<file path="src/rtl/abs_diff_ctl_pkg.sv">
// rtl/abs_diff_ctl_pkg.sv - shared state encoding and width helpers for the abs-diff sweep controller
package abs_diff_ctl_pkg;

   typedef enum logic [1:0] {
      S_IDLE  = 2'd0,
      S_DRIVE = 2'd1,
      S_DRAIN = 2'd2,
      S_DONE  = 2'd3
   } state_t;

   // Bits needed to hold values 0..n, never less than one.
   function automatic int unsigned bits_for(input int unsigned n);
      return (n < 2) ? 1 : $clog2(n + 1);
   endfunction

endpackage

</file>
<file path="src/rtl/abs_diff_err_eval.sv">
// rtl/abs_diff_err_eval.sv - combinational error of one approximate result against exact |a-b|
module abs_diff_err_eval #(
   parameter int unsigned W  = 2,
   parameter int unsigned OW = 3,
   parameter int unsigned ET = 4
) (
   input  logic [W-1:0]  i_a,
   input  logic [W-1:0]  i_b,
   input  logic [OW-1:0] i_approx,
   output logic [OW-1:0] o_err,
   output logic          o_viol
);

   logic [W-1:0]  w_diff;
   logic [OW:0]   w_exact;
   logic [OW:0]   w_approx;
   logic [OW:0]   w_err_full;

   assign w_diff     = (i_a >= i_b) ? (i_a - i_b) : (i_b - i_a);
   assign w_exact    = {1'b0, OW'(w_diff)};
   assign w_approx   = {1'b0, i_approx};
   // Both operands are below 2^OW, so the magnitude always fits back into OW bits.
   assign w_err_full = (w_approx >= w_exact) ? (w_approx - w_exact) : (w_exact - w_approx);
   assign o_err      = w_err_full[OW-1:0];
   assign o_viol     = (32'(o_err) > ET);

endmodule

</file>
<file path="src/rtl/abs_diff_sweep_ctl.sv">
// rtl/abs_diff_sweep_ctl.sv - exhaustive sweep of an approximate abs-diff core with error statistics
module abs_diff_sweep_ctl
   import abs_diff_ctl_pkg::*;
#(
   parameter int unsigned W      = 2,
   parameter int unsigned OW     = 3,
   parameter int unsigned ET     = 4,
   parameter int unsigned SETTLE = 0,
   parameter int unsigned SUMW   = 16
) (
   input  logic              clk,
   input  logic              rst_n,
   input  logic              start_i,
   input  logic              abort_i,
   output logic [2*W-1:0]    vec_o,
   input  logic [OW-1:0]     approx_i,
   output logic              busy_o,
   output logic              done_o,
   output logic              pass_o,
   output logic [OW-1:0]     max_err_o,
   output logic [SUMW-1:0]   sum_err_o,
   output logic [2*W:0]      viol_cnt_o,
   output logic [2*W-1:0]    first_viol_o,
   output logic              first_vld_o
);

   localparam int unsigned   VW        = 2 * W;
   localparam int unsigned   HW        = bits_for(SETTLE);
   localparam logic [HW-1:0] HOLD_LAST = HW'(SETTLE);
   localparam logic [VW-1:0] VEC_LAST  = '1;

   state_t          r_state, w_state_nxt;
   logic            w_clear, w_sample;
   logic [VW-1:0]   r_vec;
   logic [HW-1:0]   r_hold;
   logic            r_ev_vld;
   logic [VW-1:0]   r_ev_vec;
   logic [OW-1:0]   r_ev_approx;
   logic [OW-1:0]   r_max;
   logic [SUMW-1:0] r_sum;
   logic [VW:0]     r_viol_cnt;
   logic [VW-1:0]   r_first;
   logic            r_first_vld;
   logic            r_pass;
   logic [OW-1:0]   w_err;
   logic            w_viol;
   logic [OW-1:0]   w_max_nxt;
   logic [SUMW:0]   w_sum_wide;
   logic [SUMW-1:0] w_sum_nxt;

   abs_diff_err_eval #(.W(W), .OW(OW), .ET(ET)) u_eval (
      .i_a      (r_ev_vec[W-1:0]),
      .i_b      (r_ev_vec[VW-1:W]),
      .i_approx (r_ev_approx),
      .o_err    (w_err),
      .o_viol   (w_viol)
   );

   assign w_max_nxt  = (w_err > r_max) ? w_err : r_max;
   assign w_sum_wide = {1'b0, r_sum} + (SUMW+1)'(w_err);
   assign w_sum_nxt  = w_sum_wide[SUMW] ? '1 : w_sum_wide[SUMW-1:0];

   always_ff @(posedge clk or negedge rst_n) begin
      if (!rst_n) r_state <= S_IDLE;
      else        r_state <= w_state_nxt;
   end

   always_comb begin
      w_state_nxt = r_state;
      w_clear     = 1'b0;
      w_sample    = 1'b0;
      case (r_state)
         S_IDLE: begin
            if (start_i) begin
               w_state_nxt = S_DRIVE;
               w_clear     = 1'b1;
            end
         end
         S_DRIVE: begin
            if (r_hold == HOLD_LAST) begin
               w_sample = 1'b1;
               if (r_vec == VEC_LAST) w_state_nxt = S_DRAIN;
            end
         end
         S_DRAIN: w_state_nxt = S_DONE;
         S_DONE:  w_state_nxt = S_IDLE;
         default: w_state_nxt = S_IDLE;
      endcase
      // Abort overrides every transition, including a start seen in the same cycle.
      if (abort_i) begin
         w_state_nxt = S_IDLE;
         w_clear     = 1'b0;
         w_sample    = 1'b0;
      end
   end

   always_ff @(posedge clk or negedge rst_n) begin
      if (!rst_n) begin
         r_vec       <= '0;
         r_hold      <= '0;
         r_ev_vld    <= 1'b0;
         r_ev_vec    <= '0;
         r_ev_approx <= '0;
         r_max       <= '0;
         r_sum       <= '0;
         r_viol_cnt  <= '0;
         r_first     <= '0;
         r_first_vld <= 1'b0;
         r_pass      <= 1'b0;
      end else if (abort_i) begin
         r_vec    <= '0;
         r_hold   <= '0;
         r_ev_vld <= 1'b0;
      end else if (w_clear) begin
         r_vec       <= '0;
         r_hold      <= '0;
         r_ev_vld    <= 1'b0;
         r_max       <= '0;
         r_sum       <= '0;
         r_viol_cnt  <= '0;
         r_first     <= '0;
         r_first_vld <= 1'b0;
         r_pass      <= 1'b0;
      end else begin
         r_ev_vld <= w_sample;
         if (w_sample) begin
            r_ev_vec    <= r_vec;
            r_ev_approx <= approx_i;
            r_hold      <= '0;
            if (r_vec != VEC_LAST) r_vec <= r_vec + VW'(1);
         end else if (r_state == S_DRIVE) begin
            r_hold <= r_hold + HW'(1);
         end
         if (r_ev_vld) begin
            r_max <= w_max_nxt;
            r_sum <= w_sum_nxt;
            if (w_viol) begin
               r_viol_cnt <= r_viol_cnt + (VW+1)'(1);
               if (!r_first_vld) begin
                  r_first     <= r_ev_vec;
                  r_first_vld <= 1'b1;
               end
            end
         end
         // The last vector retires during DRAIN, so pass uses the post-retire maximum.
         if (r_state == S_DRAIN) r_pass <= (32'(w_max_nxt) <= ET);
      end
   end

   assign vec_o        = r_vec;
   assign busy_o       = (r_state != S_IDLE);
   assign done_o       = (r_state == S_DONE);
   assign pass_o       = r_pass;
   assign max_err_o    = r_max;
   assign sum_err_o    = r_sum;
   assign viol_cnt_o   = r_viol_cnt;
   assign first_viol_o = r_first;
   assign first_vld_o  = r_first_vld;

endmodule

</file>
<file path="config.mk">
export PLATFORM = sky130hd
export DESIGN_NAME = abs_diff_sweep_ctl
export DESIGN_NICKNAME = d
export VERILOG_FILES = /design/src/rtl/abs_diff_ctl_pkg.sv /design/src/rtl/abs_diff_err_eval.sv /design/src/rtl/abs_diff_sweep_ctl.sv
export SDC_FILE = /design/constraint.sdc
export NUM_CORES = 1
export LEC_CHECK = 0
export CORE_UTILIZATION = 50
export DETAILED_ROUTE_END_ITERATION = 10
export HOLD_SLACK_MARGIN = 0.12
export PLACE_DENSITY_LB_ADDON = 0.1
export SETUP_SLACK_MARGIN = 0.5
export SLEW_MARGIN = 0
export SYNTH_ARGS = -nofsm -noshare
export SYNTH_HDL_FRONTEND = slang
export SYNTH_SLANG_ARGS = --single-unit
</file>
<file path="constraint.sdc">
create_clock -name clk -period 4.4 [get_ports clk]
set_input_delay 1.1 -clock clk [delete_from_list [all_inputs] [get_ports clk]]
set_output_delay 1.1 -clock clk [all_outputs]
set_load 0.02 [all_outputs]
</file>
==> qor.yml <==
synthesis:
  postSynthAreaPerCell_um2: 9.35
  synth_warnings: 0
  synthTopCellsByArea: "dfrtp_1 41%, ha_1 9.1%, o21ai_0 5.5%, nand2_1 4.9%, fa_1 2.9%"
  synth_edf_count: 0
  synth.largest_area_cell: "dfrtp_1"
  yosysUniqueCellTypes: 50
  ys_ff_latch: 45
  async_flop_share: 1.00
  synth_nets: 325
  synthCells: 294
  yosysTopAreaCellShare: 0.410
  ys_seq_area_frac: 0.410
  netlist_area_um2: 2750
  synthFlopType: "dfrtp_1"
timing:
  max_freq_ghz: 0.259
  timing.hold.ws_ns: 0.514
  drv_slew: 0
  period_minus_slack_ns: 3.86
  tightestPinTransition_ns: 1.02
  setup_viol: 0
  hold_violations: 0
  period_share: 0.878
  slew-limit-headroom: 0.321
  finClkSkew_ns: 0.00932
  rsz0062_at_grt: "yes"
  finalSetupTns_ns: 0
global_route:
  grt_max_degree: 46
  grt_pass1_vias: 2374
  grt.total_usage: 0.243
  grt_pass1_wl_mm: 11.3
  grt-ovfl-total: 0
  antenna_found_initial: 0
placement:
  gp_congestion: 0.851
  place.port_buffers: 42
  dp_cells: 401
  hpwl_mm: 4.58
routing:
  wl_mm: 6.65
  met2_length_mm: 3.26
  vias_per_cell: 5.72
  top_layer: "met4"
  first_pass_iters: 4
  drt_iter0_markers: 97
  wl_met3_um: 237
  num_vias: 2384
  drc: 0
  wl_per_cell_um: 15.9
  final_antenna_net_count: 0
  met1_length_mm: 3.08
clock_network:
  path_clk_slew_ns: 0.09
  numCtsBuffers: 5
  root_buffer: "clkbuf_8"
  cts_buffer_depth: 2
  clock-sinks: 45
  clk_latency_ns: 0.30
  cts_tree: "done"
  htreeDepth: 2
setup_path:
  r2r_setup_slack_ns: 0.54
  reg2reg_to: "sum_err_o[7]"
  cp-endpoint: "sum_err_o[7]"
  start_kind: "flop"
  end_kind: "flop"
  crit_type: "flop to flop"
  worstPathArrival_ns: 4.07
  crit_required_ns: 4.60
  cp-startpoint: "r_ev_vec[2]"
  worstRegToRegCells: 15
  crit_fanout: 4
  reg2reg_from: "r_ev_vec[2]"
floorplan:
  initial_utilization: 0.528
  die_x_um: 76.1
  top_level_ports: 43
  placementRows: 26
  dieArea_um2: 5800
  core-area_um2: 5200
  die_height_um: 76.1
run_status:
  run_status: "finished clean"
final_layout:
  layout-drive-gt1-share: 0.153
  final_cells: 417
  diodes: 0
  synthToLayoutAreaGrowth_pct: 27.9
  fill_cells: 455
  layout.nets: 377
pwr:
  power_leakage_nw: 1.54
  peakVddDrop_mv: 0.516
  power_density_nw_per_um2: 739
hold_path:
  hp-class: "flop to flop"
flow_run:
  drv_cap: 0
## worst max-delay path, cell delays in order (launching register included)
cell and delay, ns:
dfrtp_1 0.44, ha_4 0.18, fa_1 0.48, a31oi_1 0.04, a21o_1 0.23, fa_2 0.38
and2_4 0.15, a22o_1 0.19, o31a_1 0.35, ha_4 0.31, nor2b_4 0.15, o21ai_2 0.09
or3_4 0.37, nor2_4 0.11, nor2_2 0.05, a311oi_1 0.26
## layout make-up
class / count / area [um2] / area share
multi-input cells: 220 / 1580 / 0.451
flip-flops and latches: 45 / 1130 / 0.320
repair buffers: 54 / 509 / 0.145
well taps: 70 / 87.6 / 0.0249
inverters: 20 / 75.1 / 0.0214
clock buffers: 5 / 68.8 / 0.0196
clock inverters: 3 / 65.1 / 0.0185
## flip-flops by register name, indices dropped and copies added (netlist names), 2 cells and up
signal and cells:
first_viol_o 4, max_err_o 3, r_ev_approx 3, r_ev_vec 4, r_state 2, sum_err_o 16, vec_o 4, viol_cnt_o 5
## cells by family (layout without fill, tap and decap cells)
family          after synthesis  in the layout  share of synthesized area
compound gates               86             86                      0.208
xor+xnor                      5              5                     0.0159
fa+ha+maj                    24             24                      0.120
buf+inv                      29             82                     0.0460
flops                        45             45                      0.410
mux                           4              4                     0.0164
simple gates                101            101                      0.184
## metal layers
metal,track usage,up-vias
li1,-,1150
met1,0.330,1174
met2,0.408,53
met3,0.0323,7
met4,0.0673,0
met5,0,-
## Yosys cell counts, types with 6 or more instances
| cell | number |
|---|---|
| a21oi_1 | 11 |
| a22o_1 | 8 |
| a31oi_1 | 7 |
| dfrtp_1 | 45 |
| ha_1 | 20 |
| inv_1 | 20 |
| nand2_1 | 36 |
| nand3_1 | 10 |
| nor2_1 | 17 |
| nor3_1 | 6 |
| o21ai_0 | 30 |
## repair_timing
action | 4_1_cts | 5_1_grt
hold buffers | 0 | 0
gates resized for setup | 3 | 23
setup endpoints to repair | 19 | 19
pin swaps | 3 | 11
cloned | 0 | 0
buffers inserted | 5 | 3
## cells in the final DEF (no fill, tap or decap), types with 6 or more instances in the layout
| cell | count |
|---|---|
| a22o_1 | 8 |
| dfrtp_1 | 45 |
| nand3_1 | 9 |
| ha_1 | 16 |
| buf_4 | 11 |
| clkdlybuf4s50_1 | 41 |
| o21ai_1 | 7 |
| inv_1 | 17 |
| nand2_1 | 36 |
| nor2_1 | 17 |
| a31oi_1 | 6 |
| o21ai_0 | 23 |
| nor3_1 | 6 |
| a21oi_1 | 11 |
## report_power, final
group          switching, W  leakage (nW)  total, W  internal, W
Sequential         0.000105         0.612  0.000607     0.000502
Clock              0.000152        0.0681  0.000377     0.000226
Combinational      0.000879         0.857   0.00161     0.000734
Total               0.00114          1.54   0.00260      0.00146
## metrics by stage
stage | power [W] | worst slack, ns | utilization | area (um2)
2_1_floorplan | 0.00154 | 0.517 | - | 2750
3_3_place_gp | 0.00190 | 0.372 | 0.622 | 3240
3_5_place_dp | 0.00195 | 0.215 | 0.622 | 3240
4_1_cts | 0.00241 | 0.532 | 0.658 | 3430
5_1_grt | 0.00280 | 0.404 | 0.675 | 3520
6_report | 0.00260 | 0.536 | 0.675 | 3520
## worst min-delay path by stage
stage / start / to / depth (start not counted)
after floorplan: r_ev_vec[2] / first_viol_o[2] / 1
after global placement: sum_err_o[0] / sum_err_o[0] / 2
after detailed placement: first_viol_o[2] / first_viol_o[2] / 1
after CTS: first_viol_o[2] / first_viol_o[2] / 1
after global routing: first_viol_o[2] / first_viol_o[2] / 1
final: first_viol_o[2] / first_viol_o[2] / 1
Note: power is estimated with default switching activity, not from simulation.
